`src/rtl/fetch_sequencer_pkg.sv`:
```
// Shared CPU definitions: datapath widths, opcodes and the fetch state encoding.
package fetch_sequencer_pkg;

  localparam int unsigned ADDR_W = 12;
  localparam int unsigned INST_W = 16;
  localparam int unsigned OPC_W  = 4;

  localparam logic [OPC_W-1:0] OP_NOP    = 4'h0;
  localparam logic [OPC_W-1:0] OP_ALU    = 4'h1;
  localparam logic [OPC_W-1:0] OP_LOAD   = 4'h2;
  localparam logic [OPC_W-1:0] OP_STORE  = 4'h3;
  localparam logic [OPC_W-1:0] OP_BRANCH = 4'h4;
  localparam logic [OPC_W-1:0] OP_JUMP   = 4'h5;
  localparam logic [OPC_W-1:0] OP_HALT   = 4'hF;

  typedef enum logic [1:0] {
    IDLE   = 2'd0,
    FETCH  = 2'd1,
    HALTED = 2'd2
  } fetch_state_e;

  function automatic logic [OPC_W-1:0] opcode_of(input logic [INST_W-1:0] inst);
    return inst[INST_W-1 -: OPC_W];
  endfunction

endpackage

```
`src/rtl/fetch_sequencer_if.sv`:
```
// Instruction-memory read port plus the valid/ready link from fetch to decode.
interface fetch_sequencer_if;
  import fetch_sequencer_pkg::*;

  logic [ADDR_W-1:0] mem_addr;
  logic              mem_en;
  logic [INST_W-1:0] mem_inst;
  logic [INST_W-1:0] inst;
  logic [ADDR_W-1:0] inst_pc;
  logic              inst_valid;
  logic              dec_ready;

  modport master (
    output mem_addr, mem_en, inst, inst_pc, inst_valid,
    input  mem_inst, dec_ready
  );

  modport slave (
    input  mem_addr, mem_en, inst, inst_pc, inst_valid,
    output mem_inst, dec_ready
  );

endinterface

```
`src/rtl/fetch_sequencer.sv`:
```
// Program counter and instruction-memory sequencer feeding decode over valid/ready.
// The memory output register doubles as the fetch buffer: stalls simply stop issuing.
module fetch_sequencer
  import fetch_sequencer_pkg::*;
#(
  parameter logic [OPC_W-1:0]  HALT_OPCODE = OP_HALT,
  parameter logic [ADDR_W-1:0] RESET_PC    = '0
) (
  input  logic              i_clk,
  input  logic              i_reset,
  input  logic              i_start,
  input  logic [ADDR_W-1:0] i_start_pc,
  input  logic              i_redirect,
  input  logic [ADDR_W-1:0] i_redirect_pc,
  fetch_sequencer_if.master bus,
  output logic              o_halted,
  output logic              o_busy
);

  fetch_state_e      state_q;
  logic [ADDR_W-1:0] pc_q;
  logic [ADDR_W-1:0] pend_pc_q;
  logic              pend_q;

  logic              issue;
  logic [ADDR_W-1:0] issue_addr;
  logic              inst_valid;
  logic              halt_accept;

  // A redirect squashes the word on the memory output in the same cycle.
  assign inst_valid  = pend_q && !i_redirect && (state_q == FETCH);
  assign halt_accept = inst_valid && bus.dec_ready && (opcode_of(bus.mem_inst) == HALT_OPCODE);

  always_comb begin
    issue      = 1'b0;
    issue_addr = pc_q;
    if (!i_reset) begin
      case (state_q)
        IDLE: begin
          issue = i_start;
          if (i_start) issue_addr = i_start_pc;
        end
        FETCH: begin
          issue = (!pend_q || bus.dec_ready || i_redirect) && !halt_accept;
          if (i_redirect) issue_addr = i_redirect_pc;
        end
        HALTED: begin
          issue = i_start || i_redirect;
          if (i_redirect)   issue_addr = i_redirect_pc;
          else if (i_start) issue_addr = i_start_pc;
        end
        default: ;
      endcase
    end
  end

  always_ff @(posedge i_clk or posedge i_reset) begin
    if (i_reset) begin
      state_q   <= IDLE;
      pc_q      <= RESET_PC;
      pend_q    <= 1'b0;
      pend_pc_q <= '0;
      o_halted  <= 1'b0;
      o_busy    <= 1'b0;
    end else if (issue) begin
      state_q   <= FETCH;
      pend_q    <= 1'b1;
      pend_pc_q <= issue_addr;
      pc_q      <= issue_addr + 1'b1;
      o_halted  <= 1'b0;
      o_busy    <= 1'b1;
    end else if (halt_accept) begin
      state_q   <= HALTED;
      pend_q    <= 1'b0;
      pc_q      <= pend_pc_q + 1'b1;
      o_halted  <= 1'b1;
      o_busy    <= 1'b0;
    end
  end

  assign bus.mem_en     = issue;
  assign bus.mem_addr   = issue_addr;
  assign bus.inst       = bus.mem_inst;
  assign bus.inst_pc    = pend_pc_q;
  assign bus.inst_valid = inst_valid;

endmodule

```
`src/flat_wrapper.sv`:
```
// flat-port wrapper written by rule: the top's interface ports become plain ports
module fetch_sequencer_flat import fetch_sequencer_pkg::*;
#(
  parameter logic [OPC_W-1:0]  HALT_OPCODE = OP_HALT,
  parameter logic [ADDR_W-1:0] RESET_PC    = '0
)
  (i_clk, i_reset, i_start, i_start_pc, i_redirect, i_redirect_pc, o_halted, o_busy, bus_mem_addr, bus_mem_en, bus_inst, bus_inst_pc, bus_inst_valid, bus_mem_inst, bus_dec_ready);
  fetch_sequencer_if bus_i ();
  input  logic i_clk;
  input  logic i_reset;
  input  logic i_start;
  input  logic [ADDR_W-1:0] i_start_pc;
  input  logic i_redirect;
  input  logic [ADDR_W-1:0] i_redirect_pc;
  output logic o_halted;
  output logic o_busy;
  output wire logic [$bits(bus_i.mem_addr)-1:0] bus_mem_addr;
  output wire logic [$bits(bus_i.mem_en)-1:0] bus_mem_en;
  output wire logic [$bits(bus_i.inst)-1:0] bus_inst;
  output wire logic [$bits(bus_i.inst_pc)-1:0] bus_inst_pc;
  output wire logic [$bits(bus_i.inst_valid)-1:0] bus_inst_valid;
  input wire logic [$bits(bus_i.mem_inst)-1:0] bus_mem_inst;
  input wire logic [$bits(bus_i.dec_ready)-1:0] bus_dec_ready;
  assign bus_mem_addr = bus_i.mem_addr;
  assign bus_mem_en = bus_i.mem_en;
  assign bus_inst = bus_i.inst;
  assign bus_inst_pc = bus_i.inst_pc;
  assign bus_inst_valid = bus_i.inst_valid;
  assign bus_i.mem_inst = bus_mem_inst;
  assign bus_i.dec_ready = bus_dec_ready;
  fetch_sequencer #(.HALT_OPCODE(HALT_OPCODE), .RESET_PC(RESET_PC)) u_core (.i_clk(i_clk), .i_reset(i_reset), .i_start(i_start), .i_start_pc(i_start_pc), .i_redirect(i_redirect), .i_redirect_pc(i_redirect_pc), .bus(bus_i), .o_halted(o_halted), .o_busy(o_busy));
endmodule
```
`config.mk`:
```
export PLATFORM = sky130hd
export DESIGN_NAME = fetch_sequencer_flat
export DESIGN_NICKNAME = d
export VERILOG_FILES = /design/src/rtl/fetch_sequencer_pkg.sv /design/src/rtl/fetch_sequencer_if.sv /design/src/rtl/fetch_sequencer.sv /design/src/flat_wrapper.sv
export SDC_FILE = /design/constraint.sdc
export NUM_CORES = 1
export LEC_CHECK = 0
export BUFFER_PORTS_ARGS = -buffer_cell sky130_fd_sc_hd__buf_2
export CORE_UTILIZATION = 50
export DETAILED_ROUTE_END_ITERATION = 8
export PLACE_DENSITY = 0.85
export SKIP_LAST_GASP = 1
export SYNTH_ARGS = -nofsm -noshare
export SYNTH_HDL_FRONTEND = slang
export SYNTH_SLANG_ARGS = --single-unit
```
`constraint.sdc`:
```
create_clock -name i_clk -period 4.1 [get_ports i_clk]
set_input_delay 0.41 -clock i_clk [delete_from_list [all_inputs] [get_ports i_clk]]
set_output_delay 0.41 -clock i_clk [all_outputs]
set_load 0.05 [all_outputs]
```
==> flow_summary.yaml <==
status:
  status: "complete, no violations"
floorplanning:
  die_h_um: 63.7
  die-area_mm2: 0.00406
  dieWidth_um: 63.7
  core_mm2: 0.00366
  rows: 22
  ios: 89
  initial_utilization_pct: 52.1
flow_run:
  cap_violations: 0
timing:
  period_minus_slack_ns: 3.31
  drv_slew: 0
  slew_headroom_pct: 36.4
  fin_ws_ns: 0.786
  skew_ns: 0.00197
  hold_viol_final: 0
  holdWs_ns: 0.206
  rsz0062_at_grt: "no"
  fin_crit_sh_pct: 80.8
  setup_tns_ns: 0
  max_freq_mhz: 302
  setup_viol: 0
  worstMarginPinSlew_ns: 0.950
clock_tree:
  clockBufferDepth: 2
  cts_repair_resize_count: 0
  clk_latency_ns: 0.28
  numCtsBuffers: 3
  holdBufCountCts: 0
  cts_tree: "done"
  root_buffer: "clkbuf_8"
  cts_setup_buffers: 0
  htree_levels: 1
  numClockSinks: 26
  clk_pin_slew_ns: 0.09
synthesis:
  synth_cell_types: 52
  synth_nets: 265
  synth_edf_count: 0
  synth_ff_type: "dfrtp_1"
  yosys_warnings: 0
  syn_area_mm2: 0.00191
  ys_seq_area_share_pct: 34.1
  synthArstFlopShare_pct: 100
  synthCells: 219
  avgSynthCellArea_um2: 8.70
  synth-seq-cells: 26
route:
  detail_route.wl_per_cell_um: 16.7
  drtAntennaViolNets: 0
  via_per_inst: 6.00
  route.vias.total: 1865
  finalWirelength_um: 5200
  drt_iter0_markers: 227
  post-route-drc-count: 0
  drt_first_pass_iters: 4
global_routing:
  grt_usage_pct: 26.5
  grt_max_degree: 17
  antenna_found_initial: 0
  grt_pass1_vias: 1778
  overflow: 0
  grt_pass1_wl_um: 8330
pwr:
  powerDensity_mw_per_mm2: 787
  total_leakage_power_nw: 1.02
  irDropWorstVdd_mv: 0.434
worst_setup_path:
  slowest_delay_ns: 0.71
  startpoint_type: "register"
  slowest_stage: "nor2_1"
  crit_arrival_ns: 2.90
  crit_path_end_kind: "output port"
  cp.required_ns: 3.69
  path_max_fanout: 15
  worst-setup-path-type: "register to output port"
  crit_chain: "nor2_1 > a21boi_1 > buf_4 > a222oi_1 > inv_1 > buf_2"
min_path:
  holdCritPathClass: "input pin to async pin"
place:
  dp_hpwl_um: 3860
  io_buffer_count: 64
  gp_congestion: 0.994
  place_ws_ns: 0.947
cells_and_area:
  areaGrowthSynthToFinish_pct: 14.7
  drive_above_1_share_pct: 32.7
  utilization_pct: 59.7
  num-fill-cells: 348
  antennaDiodeCount: 0
  layout_commonest_cell: "buf_2"
  most-common-layout-cells: "buf_2, dfrtp_1, nand2_1"
  final_nets: 310
==> metal layers <==
layer	GRT usage (%)	part of all wire, %	up-vias
li1	-	-	872
met1	34.2	43	886
met2	42.2	48	100
met3	5.54	8.0	7
met4	12.2	1.2	0
met5	0	0	-
==> state kept, by name (all words and copies together), names as in the netlist <==
register / count
u_core.bus.inst_pc: 12
u_core.pc_q: 12
u_core.o_halted: 1
u_core.state_q: 1
==> per-stage QoR <==
stage	power, mW	std cells	cell area, um^2
after floorplan	1.34	219	1910
after global placement	1.53	307	2130
after detailed placement	1.54	307	2130
after CTS	1.72	311	2190
after global routing	1.81	311	2190
final	1.72	311	2190
==> critical path: cells and delay by family (launching register included) <==
kind / cells / cell delay [ns]
AOI/OAI and AO/OA: 2 / 0.82
buffers and inverters: 3 / 0.54
DFF: 1 / 0.56
and+or+nand+nor: 1 / 0.71
==> power by group <==
group	internal (mW)	leakage (nW)	switching, mW
sequential	0.372	0.298	0.0967
clock	0.0861	0.0288	0.0835
combinational	0.312	0.694	0.770
==> synth_stat cells, types with 2 or more instances <==
master | count | area [um^2]
or2_2 | 2 | 12.5
or3_1 | 6 | 37.5
nand2_1 | 18 | 67.6
and3_1 | 4 | 25.0
a31oi_1 | 4 | 25.0
a21oi_1 | 7 | 35.0
inv_1 | 17 | 63.8
a31o_1 | 2 | 17.5
clkbuf_1 | 5 | 18.8
o2111ai_1 | 4 | 35.0
nor2_2 | 2 | 12.5
buf_4 | 17 | 128
o211ai_1 | 4 | 30.0
dfrtp_1 | 26 | 651
and2_1 | 2 | 12.5
nand3_1 | 11 | 55.1
o21a_1 | 3 | 22.5
nand4_1 | 4 | 25.0
buf_2 | 4 | 20.0
o21ai_0 | 6 | 30.0
a21o_1 | 3 | 22.5
nor3b_1 | 5 | 37.5
o221ai_1 | 3 | 26.3
a221o_1 | 3 | 30.0
xnor2_1 | 5 | 43.8
nor2_1 | 13 | 48.8
mux2i_1 | 4 | 40.0
nor3_1 | 8 | 40.0
o21ai_1 | 2 | 10.0
a222oi_1 | 3 | 30.0
==> final timing paths <==
kind	startpoint	endpoint	slack (ns)	cells after the start
max in group asynchronous	i_reset	u_core.bus.inst_pc[3]	3.28	3
max	u_core.state_q[0]	bus_mem_addr[3]	0.79	6
min in group i_clk	u_core.pc_q[9]	u_core.pc_q[9]	0.49	2
min	i_reset	u_core.pc_q[2]	0.21	2
max reg2reg	u_core.state_q[0]	u_core.pc_q[10]	0.82	9
min reg2reg	u_core.pc_q[9]	u_core.pc_q[9]	0.49	2
==> cells by family after synthesis <==
group | count (synthesis) | synth area share (%)
and+or+nand+nor | 82 | 25.0
AOI/OAI and AO/OA | 53 | 21.2
buffers and inverters | 45 | 12.9
DFF | 26 | 34.1
xor gates and xnor gates | 6 | 2.76
muxes | 6 | 3.41
adders and majority gates | 1 | 0.656
==> final cells by class <==
class | instances | area (um^2) | share of cell area [%]
tap | 48 | 60.1 | 2.75
timing repair buffer | 67 | 343 | 15.7
inverter | 18 | 67.6 | 3.09
sequential | 26 | 651 | 29.8
multi-input combinational | 148 | 1010 | 46.2
clock buffer | 4 | 55.1 | 2.52
(Power assumes the default switching activity.)
